===== config.mk =====
export PLATFORM = sky130hd
export DESIGN_NAME = riscv_mem
export DESIGN_NICKNAME = d
export VERILOG_FILES = /design/src/rtl/riscv_pkg.sv /design/src/rtl/riscv_mem_ldfmt.sv /design/src/rtl/riscv_mem.sv
export SDC_FILE = /design/constraint.sdc
export NUM_CORES = 1
export LEC_CHECK = 0
export ABC_AREA = 1
export CORE_UTILIZATION = 44
export CTS_BUF_LIST = sky130_fd_sc_hd__clkbuf_8
export CTS_CLUSTER_DIAMETER = 100
export DETAILED_ROUTE_END_ITERATION = 10
export PLACE_DENSITY_LB_ADDON = 0.05
export SYNTH_ARGS = -nofsm -noshare
export SYNTH_HDL_FRONTEND = slang
export SYNTH_SLANG_ARGS = --single-unit

===== constraint.sdc =====
create_clock -name clk -period 2.5 [get_ports clk]
set_input_delay 0.5 -clock clk [delete_from_list [all_inputs] [get_ports clk]]
set_output_delay 0.5 -clock clk [all_outputs]
set_load 0.05 [all_outputs]

===== src/rtl/riscv_pkg.sv =====
// rtl/riscv_pkg.sv - shared constants, exception causes and memory-stage state type
package riscv_pkg;

  localparam int ILEN           = 32;
  localparam int EXCEPTION_SIZE = 16;

  localparam logic [6:0]      OPC_LOAD  = 7'b000_0011;
  localparam logic [ILEN-1:0] INSTR_NOP = 32'h0000_0013;

  localparam int CAUSE_MISALIGNED_LOAD = 4;
  localparam int CAUSE_LOAD_PAGE_FAULT = 13;

  localparam logic [2:0] F3_LB  = 3'b000;
  localparam logic [2:0] F3_LH  = 3'b001;
  localparam logic [2:0] F3_LW  = 3'b010;
  localparam logic [2:0] F3_LBU = 3'b100;
  localparam logic [2:0] F3_LHU = 3'b101;

  typedef enum logic [1:0] {IDLE, WAIT, HOLD, DRAIN} mem_state_t;

endpackage


===== src/rtl/riscv_mem_ldfmt.sv =====
// rtl/riscv_mem_ldfmt.sv - load data aligner and sign/zero extender
module riscv_mem_ldfmt
  import riscv_pkg::*;
#(
  parameter int XLEN = 32
) (
  input  logic [2:0]      funct3,
  input  logic [1:0]      adr,
  input  logic [XLEN-1:0] q,
  output logic [XLEN-1:0] r
);

  logic [7:0]  ld_byte;
  logic [15:0] ld_half;

  always_comb begin
    ld_byte = q[7:0];
    case (adr)
      2'd0: ld_byte = q[7:0];
      2'd1: ld_byte = q[15:8];
      2'd2: ld_byte = q[23:16];
      2'd3: ld_byte = q[31:24];
      default: ld_byte = q[7:0];
    endcase
    ld_half = adr[1] ? q[31:16] : q[15:0];

    r = q;
    case (funct3)
      F3_LB:   r = {{(XLEN-8){ld_byte[7]}}, ld_byte};
      F3_LBU:  r = {{(XLEN-8){1'b0}}, ld_byte};
      F3_LH:   r = {{(XLEN-16){ld_half[15]}}, ld_half};
      F3_LHU:  r = {{(XLEN-16){1'b0}}, ld_half};
      F3_LW:   r = q;
      default: r = q;
    endcase
  end

endmodule


===== src/rtl/riscv_mem.sv =====
// rtl/riscv_mem.sv - memory-access pipeline stage with load wait/hold/drain tracking
// Optional RISCV_MEM_ACCESS_FAULT_EN: load faults set exception causes and zero the result.
module riscv_mem
  import riscv_pkg::*;
#(
  parameter int              XLEN    = 32,
  parameter logic [XLEN-1:0] PC_INIT = 'h200
) (
  input  logic                      clk,
  input  logic                      rstn,
  input  logic                      wb_stall,
  output logic                      mem_stall,
  input  logic                      st_flush,
  input  logic                      du_flush,
  input  logic [XLEN-1:0]           ex_pc,
  output logic [XLEN-1:0]           mem_pc,
  input  logic [ILEN-1:0]           ex_instr,
  output logic [ILEN-1:0]           mem_instr,
  input  logic                      ex_bubble,
  output logic                      mem_bubble,
  input  logic [EXCEPTION_SIZE-1:0] ex_exception,
  output logic [EXCEPTION_SIZE-1:0] mem_exception,
  input  logic [XLEN-1:0]           ex_r,
  output logic [XLEN-1:0]           mem_r,
  input  logic [XLEN-1:0]           dmem_adr,
  input  logic                      dmem_ack,
  input  logic [XLEN-1:0]           dmem_q,
  input  logic                      dmem_misaligned,
  input  logic                      dmem_page_fault
);

  mem_state_t                state, state_nxt;
  logic                      flush, ex_load, adv, ld_ack;
  logic                      bubble_r, fault;
  logic [1:0]                adr_r;
  logic [XLEN-1:0]           r_r, hold_r, fmt_q, ld_r;
  logic [EXCEPTION_SIZE-1:0] exc_r, fault_exc;

  assign flush   = st_flush | du_flush;
  // A flushed instruction enters as a bubble, so it can never start a load.
  assign ex_load = (ex_instr[6:0] == OPC_LOAD) && !ex_bubble && !flush;
  assign adv     = !mem_stall && !wb_stall;
  assign ld_ack  = (state == WAIT) && dmem_ack;

`ifdef RISCV_MEM_ACCESS_FAULT_EN
  assign fault = dmem_misaligned | dmem_page_fault;
  always_comb begin
    fault_exc = '0;
    fault_exc[CAUSE_MISALIGNED_LOAD] = dmem_misaligned;
    fault_exc[CAUSE_LOAD_PAGE_FAULT] = dmem_page_fault;
  end
`else
  logic unused_fault;
  assign fault        = 1'b0;
  assign fault_exc    = '0;
  assign unused_fault = dmem_misaligned ^ dmem_page_fault;
`endif

  logic unused_adr;
  assign unused_adr = ^dmem_adr[XLEN-1:2];

  riscv_mem_ldfmt #(.XLEN(XLEN)) u_ldfmt (
    .funct3 (mem_instr[14:12]),
    .adr    (adr_r),
    .q      (dmem_q),
    .r      (fmt_q)
  );

  assign ld_r = fault ? '0 : fmt_q;

  always_comb begin
    state_nxt = state;
    mem_stall = 1'b0;
    case (state)
      IDLE: if (!wb_stall && ex_load) state_nxt = WAIT;
      WAIT: begin
        mem_stall = !dmem_ack;
        if (flush)         state_nxt = dmem_ack ? IDLE : DRAIN;
        else if (dmem_ack) state_nxt = wb_stall ? HOLD : (ex_load ? WAIT : IDLE);
      end
      HOLD: begin
        if (flush)          state_nxt = IDLE;
        else if (!wb_stall) state_nxt = ex_load ? WAIT : IDLE;
      end
      DRAIN: begin
        mem_stall = 1'b1;
        if (dmem_ack) state_nxt = IDLE;
      end
      default: state_nxt = IDLE;
    endcase
  end

  always_comb begin
    mem_r = r_r;
    case (state)
      WAIT:    mem_r = dmem_ack ? ld_r : r_r;
      HOLD:    mem_r = hold_r;
      default: mem_r = r_r;
    endcase
  end

  assign mem_exception = exc_r | (ld_ack ? fault_exc : '0);
  assign mem_bubble    = bubble_r | (state == DRAIN);

  always_ff @(posedge clk) begin
    if (!rstn) begin
      state     <= IDLE;
      mem_pc    <= PC_INIT;
      mem_instr <= INSTR_NOP;
      bubble_r  <= 1'b1;
      exc_r     <= '0;
      r_r       <= '0;
      adr_r     <= '0;
      hold_r    <= '0;
    end else begin
      state <= state_nxt;
      if (flush) begin
        mem_instr <= INSTR_NOP;
        bubble_r  <= 1'b1;
        exc_r     <= '0;
      end else if (adv) begin
        mem_instr <= ex_instr;
        bubble_r  <= ex_bubble;
        exc_r     <= ex_exception;
      end else if (ld_ack) begin
        // Going to HOLD: keep any fault causes alongside the held data.
        exc_r <= exc_r | fault_exc;
      end
      if (adv) begin
        mem_pc <= ex_pc;
        r_r    <= ex_r;
        adr_r  <= dmem_adr[1:0];
      end
      if (ld_ack && wb_stall && !flush) hold_r <= ld_r;
    end
  end

endmodule


==> summary.txt <==
Yosys
  • Top FF cell, synth: dfxtp_1
  • Share of the yosys chip area belonging to registers: 42.1%
  • Cells after Synth: 1,047
  • Number of synthesized flops with an enable pin: 0
  • Ys async rst share: 0%
  • Synth warn: 0
  • Post-Syn Area per Cell: 6.77 um2
  • Post-Syn Area: 7090 um2
  • #FFs+latches synth: 149
  • Syn_nets: 1,237
  • Yosys cell types: 33

Pwr
  • Leak Pwr: 0.00497 uW
  • Power density over cell area: 1090 nW/um2
  • Power Total: 13,200 uW
  • Max VDD drop: 0.000672 V

STA
  • Min Clock Period, post-route: 2.58 ns
  • Least-Margin Pin Slew: 0.617 ns
  • Final hold vios: 0
  • RSZ-0062 raised after global routing: yes
  • Final setup violation count: 17
  • Final Skew: 0.0159 ns
  • Hold WS: 0.469 ns
  • Fin crit share: 103%
  • Setup slack after layout: -0.0784 ns
  • Max-slew violation total from the final report: 0
  • Slew HR: 58.9%
  • Fmax: 388 MHz

Job
  • Max-cap violation count: 0

Setup path
  • Crit-path cells: inv_6 -> nor2_4 -> buf_12 -> nor2_4 -> nand2_1 -> nand3_1 -> nand2_1 -> nand3_2 -> nand2_1 -> a21oi_2 -> buf_6
  • R2R setup slack: 0.39 ns
  • Crit-path max cell delay: 0.41 ns
  • Critical path launch point type: flip-flop
  • Crit path DAT: 2.08 ns
  • Crit path kind: reg -> out
  • Slowest CP cell: dfxtp_4
  • Max FO, Critical Path: 8
  • Worst path most repeated cell: nand2_1
  • CP Data Required Time: 2.00 ns
  • Critical Path End Type: primary output

Floorplan
  • Core footprint: 15,800 um2
  • Rows: 46
  • Die area: 16,600 um2
  • Initial Utilization: 44.8%
  • Die Wd: 129 um
  • Die Y: 129 um
  • # IOs: 299

Drt
  • Residual DRC: 0
  • Initial detailed-routing violation count: 710
  • TritonRoute pass-1 iters: 7
  • Routed Antenna Nets: 0
  • Via count: 8,019
  • Post-Route WL: 25,500 um
  • WL per Instance: 16.4 um
  • Vias per cell: 5.16

Final layout
  • Final #Nets: 1,515
  • Non-Filler Instances: 1,554
  • Synth-to-layout area growth: 69.4%
  • Layout cell share with drive strength beyond 1: 21.0%
  • Diode count: 0
  • Fill count: 1,200
  • FF+latch area: 3000 um2
  • Combined area of the multi-input logic cells: 4420 um2
  • Final instance area: 12,000 um2

GRT
  • Largest net degree at the start of global routing: 67
  • Antenna violations before repair: 0
  • First-pass GRT wire length: 39,700 um
  • Vias in the first global route: 7,848
  • GRT overflow: 0
  • Total Routing Usage GR: 30.7%

Clocking
  • CTS sink cnt: 149
  • CTS Root Cell: clkbuf_8
  • TritonCTS clock tree: yes
  • Clock transition at path regs: 0.10 ns
  • Clk_lat worst skew: 0.47 ns
  • Num CTS Buffers: 17
  • Hold Buf Count CTS: 0
  • Max Root-Sink Buffers: 2
  • H-tree depth: 4

Place
  • Routability cong.: 0.943
  • Dpl hpwl: 17,000 um
  • Dpl cell area: 10,400 um2
  • I/O Buffers: 266
  • Placed cells: 1,506

Min path
  • Hold WC Path Type: reg -> reg

Status
  • Status: finished, violations left
  • Failing checks: negative setup slack
## metal layers
metal | wire, um | global-route usage, % | share of wire (%)
met5 | 0 | 0 | 0
met2 | 12800 | 53.6 | 50
met1 | 9860 | 34.0 | 39
met4 | 809 | 13.8 | 3.2
met3 | 2030 | 10.1 | 8.0
## final timing paths
check | from | endpoint | depth (start not counted)
max | adr_r[1]$_SDFFE_PN0P_ | mem_r[3] | 11
min | bubble_r$_SDFFE_PP1P_ | bubble_r$_SDFFE_PP1P_ | 2
max reg2reg | state[1]$_SDFFE_PN0P_ | r_r[12]$_SDFFE_PN0P_ | 10
min reg2reg | bubble_r$_SDFFE_PP1P_ | bubble_r$_SDFFE_PP1P_ | 2
## layout make-up
cell class	instances	area share [%]
clock buffers	18	2.06
clock inverters	14	1.51
well taps	216	2.25
flip-flops and latches	149	25.0
multi-input cells	763	36.8
repair buffers	332	30.2
inverters	62	2.14
## synth_stat cells, drive strengths merged, types with 2 or more instances
| cell type | instances | area [um2] |
|---|---|---|
| a21oi | 68 | 344 |
| a221oi | 28 | 245 |
| buf | 42 | 238 |
| clkbuf | 31 | 118 |
| clkinv | 2 | 8.75 |
| dfxtp | 149 | 2980 |
| ha | 5 | 62.6 |
| inv | 60 | 225 |
| nand2 | 172 | 658 |
| nand3 | 47 | 248 |
| nor2 | 270 | 1030 |
| o211ai | 15 | 113 |
| o21ai | 144 | 721 |
| or2 | 9 | 58.8 |
## stage by stage
stage | setup WS, ns | util, % | setup TNS, ns
after floorplan | -0.0421 | - | -0.0421
after global placement | -0.119 | 66.0 | -2.04
after detailed placement | -0.169 | 66.0 | -2.72
after CTS | -0.0358 | 74.1 | -0.354
after global routing | -0.184 | 75.9 | -3.50
final | -0.0784 | 75.9 | -0.411
## logic make-up after synthesis
family / count (synthesis) / share of synthesized area, %
AND/OR/NAND/NOR: 500 / 28.4
AO/OA/AOI/OAI: 258 / 20.4
flip-flops: 149 / 42.1
buffers and inverters: 135 / 8.31
adder cells (fa/ha/maj): 5 / 0.882
## cell usage in the layout (no fill, tap or decap), types with 5 or more instances in the layout
cell type / count
a21oi_1: 39
a21oi_2: 13
a21oi_4: 16
a221oi_2: 12
a221oi_4: 16
buf_12: 26
buf_4: 35
buf_6: 30
clkbuf_8: 18
clkdlybuf4s50_1: 227
dfxtp_1: 144
inv_1: 50
inv_2: 5
inv_6: 6
nand2_1: 151
nand2_2: 19
nand3_1: 16
nand3_2: 26
nand3_4: 5
nor2_1: 260
nor2_4: 9
o211ai_1: 15
o21ai_0: 141
or2_2: 8
## repair_timing
action	4_1_cts	5_1_grt
setup buffers	8	3
endpoints found under the setup margin	34	33
gates resized for setup	131	55
hold endpoints to repair	0	0
pin swaps	10	21
cloned	4	1
## report_power, final
part / switching (uW) / total [uW] / leakage (uW) / internal, uW
sequential: 212 / 2840 / 0.00122 / 2630
combinational: 5000 / 8270 / 0.00353 / 3270
clock: 1080 / 2040 / 0.000215 / 964
## worst max-delay path: cells and delay by family (launching register included)
family                 cells  cell delay, ns
buffers and inverters      3            0.40
DFF                        1            0.41
and+or+nand+nor            7            0.60
AOI/OAI and AO/OA          1            0.21
## flip-flops by register name, summed over array words and instances (netlist names)
| register | count |
|---|---|
| adr_r | 2 |
| bubble_r | 1 |
| hold_r | 32 |
| mem_exception | 16 |
| mem_instr | 32 |
| mem_pc | 32 |
| r_r | 32 |
| state | 2 |
Power figures use the tool's default switching activity.
==> variant, RTL diff (same flow settings) <==
Build with the macro `RISCV_MEM_ACCESS_FAULT_EN` defined.
--- a/src/rtl/riscv_mem.sv
+++ b/src/rtl/riscv_mem.sv
@@ -1,5 +1,7 @@
 // rtl/riscv_mem.sv - memory-access pipeline stage with load wait/hold/drain tracking
 // Optional RISCV_MEM_ACCESS_FAULT_EN: load faults set exception causes and zero the result.
+`define RISCV_MEM_ACCESS_FAULT_EN
+
 module riscv_mem
   import riscv_pkg::*;
 #(
Formal check against the unedited RTL: not equivalent (Yosys sat finds a counterexample within 4 cycles, from zero or initial values and one cycle with rstn low).
==> variant against the unedited design <==
Sequential cell count unchanged. Critical endpoint is now mem_r[19]. Wire length rose by 0.12%. Largest cell class unchanged. Highest routed layer unchanged. Design area decreased by 1.7%. Maximum frequency is 4.1% higher. Cell count is 3.6% lower. Core utilization decreased by 1.6 points. Synthesized area rose by 1.2%. Worst setup slack improved by 0.10 ns. Critical path type is now in2out.
Power is not compared: it rests on default switching activity, and its combinational part moved more than twofold at a synthesized area within 25%.
==> variant: results (changes against the unedited design) <==
| Metric | Value |
|---|---|
| YS warnings | 0 (unchanged) |
| Layout cell share with drive strength beyond 1 | 23.0% (+2.0 points) |
| Area share of xor/xnor cells in the synthesized design | 0% (unchanged) |
| Syn_nets | 1,206 (-2.5%) |
| Worst Path Arrival | 1.98 ns (-0.10 ns) |
| FFs w/ async S/R, synth | 0% (unchanged) |
| Synth top area cells | dfxtp_1 (42%), nand2_1 (16%), a21oi_1 (12%) |
| Top FF cell, synth | dfxtp_1 |
| Pin count of the biggest net entering global routing | 111 (+66%) |
| Post-Synth Adder-Cell Area | 0.698% (-0.18 points) |
| RR Startpoint | state[1] |
| RR Endpoint | mem_pc[11] |
| Clk root buf | clkbuf_8 |
| Final Hold Slack | 0.466 ns (-0.00323 ns) |
| Total length of routed wires | 25.5 mm (+0.12%) |
| Fillers | 1,243 (+3.6%) |
| Clk pin slew, worst setup/hold paths | 0.08 ns (-0.02 ns) |
| Placed inst area | 0.0102 sq mm (-2.1%) |
| Cells after Synth | 1,017 (-2.9%) |
| Initial antenna violation count | 0 (unchanged) |
| Most frequent cells after synthesis | nand2_1 (307), a21oi_1 (171), dfxtp_1 (149) |
| DRT iter0 DRCs | 635 (-11%) |
| Drt pass-1 iters | 5 (-2) |
| Vias in the first global route | 7,534 (-4.0%) |
| R2R Setup Slk | 0.49 ns (+0.10 ns) |
| Number of unique standard cell types used by synthesis | 35 (+6.1%) |
| First-pass GRT wire length | 38.6 mm (-2.8%) |
| Slowest cell on crit path | clkdlybuf4s50_1 |
| Port buffer count | 268 (+0.75%) |
| CP peak stage delay | 0.48 ns (+0.07 ns) |
| Clk_skew | 0.0161 ns (+0.000216 ns) |
| Post-synthesis mux area share | 0% (unchanged) |
| CTS buffer count | 17 (unchanged) |
| Pleak | between 4 and 5 nW |
| Final instance area | 0.0118 sq mm (-1.7%) |
| Compound-gate portion of the synthesized area | 22.5% (+2.2 points) |
| Worst min-delay path class | reg2reg |
| Max FO, Critical Path | 7 (-1) |
| CTS max path bufs | 2 (unchanged) |
| Ratio of final minimum period to clock period | 99.1% (-4.0 points) |
| Delay-heaviest family, CP | buffers and inverters |
| Layout Cells excl Fill | 1,498 (-3.6%) |
| Post-synthesis sequential area ratio | 41.6% (-0.49 points) |
| Vias per cell | 5.26 (+1.8%) |
| GP Congestion | 0.923 (-2.1%) |
| Pre-CTS setup slack | -0.117 ns (+0.0525 ns) |
| Grt ovf | 0 (unchanged) |
| Status | finished clean |
| R2R depth | 9 (-1) |
| Peak supply drop | about 450 uV |
| Relative slew slack | 49.5% (-9.3 points) |
| Post-DP HPWL | 16.4 mm (-3.4%) |
| # diodes | 0 (unchanged) |
| GRT Util Overall | 29.9% (-0.79 points) |
| Worst-Skew Late Latency | 0.45 ns (-0.02 ns) |
| Worst setup path end | mem_r[19] |
| Worst setup path start | dmem_q[7] |
## variant: changes by cell type after synthesis, moves of 22 or more
cell	unedited run	this run
nor2_1	264	87
nand3_1	46	24
a21oi_1	67	171
inv_1	54	27
o21ai_0	142	47
nand2_1	169	307
## variant: cell families after synthesis
family | after synthesis
fa+ha+maj | 4
buf+inv | 128
flops | 149
simple gates | 452
compound gates | 284
## variant: how the worst min path moves through the flow
stage	end	startpoint	cells past startpoint
detailed placement	mem_instr[2]	mem_instr[2]	2
global placement	exc_r[5]	exc_r[5]	2
floorplan	bubble_r	bubble_r	2
CTS	mem_instr[2]	mem_instr[2]	2
global route	mem_pc[14]	mem_pc[14]	2
finish	mem_pc[2]	mem_pc[2]	2
## variant: final cells by class
| cell class | instances | share of cell area (%) |
|---|---|---|
| clock buffer | 18 | 2.10 |
| clock inverter | 14 | 1.56 |
| inverter | 38 | 1.40 |
| multi-input combinational | 740 | 37.7 |
| sequential | 149 | 25.4 |
| tap | 216 | 2.29 |
| timing repair buffer | 323 | 29.6 |
## variant: timing repair
action,4_1_cts,5_1_grt
pin swaps,8,26
resized for setup,118,102
cloned,5,2
setup endpoints to repair,33,32
buffers inserted,5,3
## variant: power by group
part	internal, mW	leakage [nW]	switching [mW]
sequential	2.48	1.22	0.0935
combinational	1.24	3.07	1.82
clock	1.11	0.233	0.946
total	4.83	4.52	2.86
## variant: metal layers
layer  vias to the layer above  part of all wire (%)  track usage (%)
li1                       3886                     -                -
met1                      3642                    39             33.7
met2                       309                    50             51.4
met3                        35                   9.1             11.0
met4                         0                   2.2             11.6
met5                         -                     0                0
